File: src/rtl/mul_pkg.sv
// mul_pkg: shared types and constants for the sequential Booth multiplier
package mul_pkg;
  localparam int DEF_WIDTH = 32;
  typedef enum logic [1:0] {IDLE, RUN, DONE} state_e;
  typedef enum logic [1:0] {NOP, ADD, SUB} booth_op_e;
  function automatic int cnt_w(input int w);
    return $clog2(w + 2);
  endfunction
  localparam int CNT_W = cnt_w(DEF_WIDTH);
endpackage

File: src/rtl/booth_step.sv
// booth_step: one radix-2 Booth iteration (add/sub of M, then arithmetic right shift of {A, Q, q_m1})
module booth_step import mul_pkg::*; #(
  parameter int WIDTH = DEF_WIDTH
) (
  input  logic [WIDTH+1:0] a_i,
  input  logic [WIDTH:0]   q_i,
  input  logic             qm1_i,
  input  logic [WIDTH:0]   m_i,
  output logic [WIDTH+1:0] a_o,
  output logic [WIDTH:0]   q_o,
  output logic             qm1_o
);
  booth_op_e op;
  logic [WIDTH+1:0] sum;
  always_comb begin
    op = {q_i[0], qm1_i} == 2'b01 ? ADD : {q_i[0], qm1_i} == 2'b10 ? SUB : NOP;
    sum = op == ADD ? a_i + {m_i[WIDTH], m_i} : op == SUB ? a_i - {m_i[WIDTH], m_i} : a_i;
    {a_o, q_o, qm1_o} = {sum[WIDTH+1], sum, q_i};
  end
endmodule

File: src/rtl/seq_booth_mul.sv
// seq_booth_mul: multi-cycle signed/unsigned radix-2 Booth multiplier with start/busy/done handshake
module seq_booth_mul import mul_pkg::*; #(
  parameter int WIDTH = DEF_WIDTH
) (
  input  logic             clk,
  input  logic             rst,
  input  logic             start,
  input  logic             is_signed,
  input  logic [WIDTH-1:0] a,
  input  logic [WIDTH-1:0] b,
  output logic [WIDTH-1:0] hi,
  output logic [WIDTH-1:0] lo,
  output logic             busy,
  output logic             done
);
  localparam int CW = cnt_w(WIDTH);
  localparam int PW = 2 * WIDTH;
  state_e state_q;
  logic [WIDTH:0] m_q, q_q, q_d;
  logic [WIDTH+1:0] a_q, a_d;
  logic qm1_q, qm1_d, busy_q, done_q;
  logic [CW-1:0] cnt_q;
  logic [WIDTH-1:0] hi_q, lo_q;
  booth_step #(.WIDTH(WIDTH)) u_step (
    .a_i(a_q), .q_i(q_q), .qm1_i(qm1_q), .m_i(m_q),
    .a_o(a_d), .q_o(q_d), .qm1_o(qm1_d)
  );
  always_ff @(posedge clk) begin
    if (rst) begin
      state_q <= IDLE;
      m_q <= '0;
      q_q <= '0;
      a_q <= '0;
      qm1_q <= 1'b0;
      cnt_q <= '0;
      hi_q <= '0;
      lo_q <= '0;
      busy_q <= 1'b0;
      done_q <= 1'b0;
    end else begin
      done_q <= 1'b0;
      if (state_q != RUN && start) begin
        state_q <= RUN;
        busy_q <= 1'b1;
        m_q <= {is_signed & a[WIDTH-1], a};
        q_q <= {is_signed & b[WIDTH-1], b};
        a_q <= '0;
        qm1_q <= 1'b0;
        cnt_q <= '0;
      end else if (state_q == RUN) begin
        a_q <= a_d;
        q_q <= q_d;
        qm1_q <= qm1_d;
        cnt_q <= cnt_q + CW'(1);
        // WIDTH+1 steps cover the extended operand; the final step's output is the product
        if (cnt_q == CW'(WIDTH)) begin
          state_q <= DONE;
          busy_q <= 1'b0;
          done_q <= 1'b1;
          {hi_q, lo_q} <= PW'({a_d, q_d});
        end
      end else begin
        state_q <= IDLE;
      end
    end
  end
  assign hi = hi_q;
  assign lo = lo_q;
  assign busy = busy_q;
  assign done = done_q;
endmodule

File: config.mk
export PLATFORM = sky130hd
export DESIGN_NAME = seq_booth_mul
export DESIGN_NICKNAME = d
export VERILOG_FILES = /design/src/rtl/mul_pkg.sv /design/src/rtl/booth_step.sv /design/src/rtl/seq_booth_mul.sv
export SDC_FILE = /design/constraint.sdc
export NUM_CORES = 1
export LEC_CHECK = 0
export ABC_AREA = 1
export BUFFER_PORTS_ARGS = -buffer_cell sky130_fd_sc_hd__buf_2
export CAP_MARGIN = 40
export CORE_ASPECT_RATIO = 1.1
export CORE_MARGIN = 1.5
export CORE_UTILIZATION = 45
export CTS_BUF_LIST = sky130_fd_sc_hd__clkbuf_4 sky130_fd_sc_hd__clkbuf_8
export DETAILED_ROUTE_END_ITERATION = 8
export GPL_TIMING_DRIVEN = 0
export PLACE_DENSITY = 0.63
export SYNTH_ARGS = -nofsm -noshare
export SYNTH_HDL_FRONTEND = slang
export SYNTH_HIERARCHICAL = 1
export SYNTH_SLANG_ARGS = --single-unit
File: constraint.sdc
create_clock -name clk -period 3.2 [get_ports clk]
set_clock_uncertainty 0.15 [all_clocks]
set_input_delay 0.16 -clock clk [delete_from_list [all_inputs] [get_ports clk]]
set_output_delay 0.16 -clock clk [all_outputs]
set_load 0.02 [all_outputs]
==> reports/results.tsv <==
stage	metric	value	unit
setup_path	Worst Path Required	3.47	ns
power_and_ir_drop	Psw	1860	uW
grt	grt total ovfl	0	
sta	Final Hold Viols	0	
clocking	total setup buffers inserted after CTS	0	
power_and_ir_drop	VDD IR max	0.253	mV
sta	setup_tns	0	ns
grt	largest net degree at the start of global routing	18	
cells_and_area	layout cell share with drive strength beyond 1	16.3	%
grt	busiest layer in global routing	met2	
placement	gp weighted congestion	0.952	
yosys	EDFF count, synth	0	
power_and_ir_drop	leakage	0.00774	uW
yosys	syn_nets	2075	
grt	GRT met2 Usage	53.3	%
cells_and_area	area delta synth->final	17.8	%
route	Starting DRT DRC Count	879	
cells_and_area	# diodes	0	
status	outcome	finished clean	
clocking	CTS buffer count	17	
power_and_ir_drop	Power Total	5110	uW
grt	number of global-route vias before repair	12300	
yosys	largest family of logic cells by synthesized area	simple AND/OR/NAND/NOR gates	
yosys	number of synthesized register bits	175	
route	post-route antenna net violation count	0	
setup_path	critical setup path kind	reg -> reg	
power_and_ir_drop	Power per Cell Area	359	nW/um^2
floorplan	die height	175	um
placement	number of port buffers	132	
setup_path	crit path max fanout	4	
sta	Tmin final	3.04	ns
sta	Final Cycle Share	95.1	%
power_and_ir_drop	internal power	3250	uW
yosys	post-synthesis compound-gate area fraction	12.8	%
sta	RSZ-0062 raised after global routing	false	
clocking	CTS sink count	175	
floorplan	cell row count	62	
sta	Max-slew headroom	40.7	%
yosys	Avg Cell Area, Syn	6.25	um^2
clocking	clk slew on worst S/H paths	0.10	ns
clocking	CTS Buffer Depth	2	
power_and_ir_drop	Reg power frac	44.7	%
sta	Worst-Margin Slew	0.889	ns
route	vias after detailed routing	12800	
floorplan	# IOs	134	
clocking	# H-tree levels	4	
yosys	Post-Synth Adder-Cell Area	7.36	%
route	final WL	43000	um
yosys	Yosys cell types	42	
flow_run	Max-Cap Viols	0	
floorplan	core box area	26300	um^2
grt	met3 usage	4.53	%
power_and_ir_drop	clock share of power	30.4	%
clocking	CTS tree	yes	
grt	first-pass GRT wire length	67000	um
yosys	register area share after synthesis	28.9	%
route	vias per cell	5.06	
yosys	top post-synthesis cells by area	dfxtp_1 (29%), nand2_1 (23%), inv_1 (7.0%), ha_1 (7.0%), nand3_1 (6.2%)	
setup_path	Crit. End Element	flip-flop	
yosys	Post-Synthesis Cells	1937	
power_and_ir_drop	switch share	36.4	%
yosys	post-synthesis simple-gate area fraction	36.9	%
yosys	post-synthesis mux area share	0	%
route	DR WL/cell	17.0	um
sta	count of final setup violators	0	
cells_and_area	Layout fillers	2696	
floorplan	die area	27900	um^2
grt	total track usage	31.1	%
power_and_ir_drop	power share of the combinational group	24.8	%
setup_path	Worst R2R Path Depth	16	
grt	initial antenna violation count	0	
yosys	ys flop type	dfxtp_1	
sta	fmax	329	MHz
yosys	Async SR Flop Fraction	0	%
placement	HPWL after DPL	33800	um
sta	fin. max-slew vios	0	
clocking	Clk Latency, worst-skew pair	0.50	ns
floorplan	Die W	159	um
cells_and_area	Final nets	2294	
clocking	clock root cell	clkbuf_8	
yosys	post-synthesis xor/xnor area fraction	0.579	%
yosys	synthesized area	12100	um^2
setup_path	CP arrival	3.32	ns
route	drt drc	0	
min_path	Hold Path Depth	3	
yosys	synth warn	6	
grt	met1 Usage GRT	39.1	%
floorplan	Initial Util	46.0	%
route	Initial DRT Pass Iterations	5	
min_path	HP Class	in -> reg	
setup_path	CP startpoint kind	flip-flop	
yosys	largest area contributor in the netlist	dfxtp_1	
yosys	Yosys top cell area share	28.9	%
==> what timing repair did <==
item,in CTS,in global routing
gates resized for setup,0,1
setup endpoints to repair,0,1
endpoints found under the hold margin,68,0
hold buffers,68,0
==> area by class of cell <==
| type | instances | area [um^2] | share of cell area [%] |
|---|---|---|---|
| well taps | 352 | 440 | 3.09 |
| clock inverters | 13 | 121 | 0.851 |
| clock buffers | 19 | 249 | 1.75 |
| repair buffers | 200 | 1340 | 9.41 |
| plain buffers | 103 | 668 | 4.69 |
| flip-flops and latches | 175 | 3500 | 24.6 |
| inverters | 254 | 955 | 6.70 |
| multi-input cells | 1405 | 6980 | 49.0 |
==> power by group through the flow <==
stage / registers [uW] / clock network, uW / logic [uW]
2_1_floorplan: 2320 / 0 / 820
3_3_place_gp: 2330 / 0 / 1180
3_5_place_dp: 2340 / 0 / 1180
4_1_cts: 2290 / 1600 / 1250
5_1_grt: 2300 / 1680 / 1400
6_report: 2290 / 1560 / 1270
==> layer usage <==
layer  vias up  part of all wire (%)
met5         -                     0
met4         0                   3.4
met3        68                   5.8
met2       369                    47
met1      5838                    44
li1       6492                     -
==> per-stage QoR <==
step	std cells	worst slack (ns)	hold WS (ns)	area [um^2]	util [%]
2_1_floorplan	1937	0.948	0.141	12100	-
3_3_place_gp	2421	0.270	0.232	13200	50.2
3_5_place_dp	2421	0.243	0.236	13200	50.2
4_1_cts	2521	0.229	0.244	14300	54.2
5_1_grt	2521	0.0462	0.268	14300	54.2
6_report	2521	0.157	0.274	14300	54.2
==> final timing paths <==
path          start  endpoint  slack, ns
min           a[26]   m_q[26]       0.27
max reg2reg  a_q[0]   a_q[25]       0.16
min reg2reg  hi[20]    hi[20]       0.30
max          a_q[0]   a_q[25]       0.16
==> logic make-up after synthesis <==
group	Yosys count
adder cells (fa/ha/maj)	70
XOR/XNOR	8
flip-flops	175
AO/OA/AOI/OAI	253
AND/OR/NAND/NOR	1074
buffers and inverters	357
==> cells in the mapped netlist (all sizes together), types with 5 or more instances <==
cell type and number:
xor2 6, dfxtp 175, nand2 754, a21oi 128, a22o 32, buf 92
inv 249, nor3 18, nand4 13, ha 68, o21bai 10, nand3 156
clkbuf 11, o21ai 72, nor2 131, clkinv 5
==> cell usage in the layout (no fill, tap or decap), types with 4 or more instances in the layout <==
| cell type | instances |
|---|---|
| nand3_2 | 5 |
| xor2_1 | 6 |
| inv_2 | 22 |
| o21ai_0 | 56 |
| clkinv_1 | 4 |
| inv_1 | 227 |
| clkbuf_8 | 17 |
| nor2_1 | 112 |
| buf_6 | 9 |
| o211ai_1 | 4 |
| o21ai_2 | 4 |
| a21oi_2 | 14 |
| ha_1 | 68 |
| nor3_2 | 5 |
| nor2_2 | 16 |
| nand4_1 | 13 |
| clkbuf_1 | 11 |
| buf_4 | 46 |
| o21ai_1 | 12 |
| o21bai_1 | 9 |
| nand2_1 | 728 |
| nor3_1 | 13 |
| a22o_1 | 32 |
| dfxtp_1 | 175 |
| dlygate4sd3_1 | 68 |
| nand2_2 | 25 |
| a21oi_1 | 111 |
| buf_1 | 4 |
| buf_2 | 165 |
| nand3_1 | 151 |
| inv_6 | 5 |
==> critical path, cell delays in order (launching register included) <==
cell and delay, ns:
dfxtp_1 0.39, inv_1 0.06, ha_1 0.24, fa_1 0.37, inv_1 0.16, nand3_1 0.12, nand2_2 0.16, nand2_1 0.06
nand2_1 0.17, nand2_1 0.08, nand2_1 0.14, nand3_1 0.24, nand3_1 0.16, nand3_1 0.11, nand3_1 0.14, nand2_1 0.06
a21oi_1 0.15
==> registers in the layout, indices dropped and copies added (netlist names), 2 cells and up <==
signal   flops
m_q         33
q_q         33
hi          32
a_q         34
state_q      2
lo          32
cnt_q        6
Note: power is estimated with default switching activity, not from simulation.
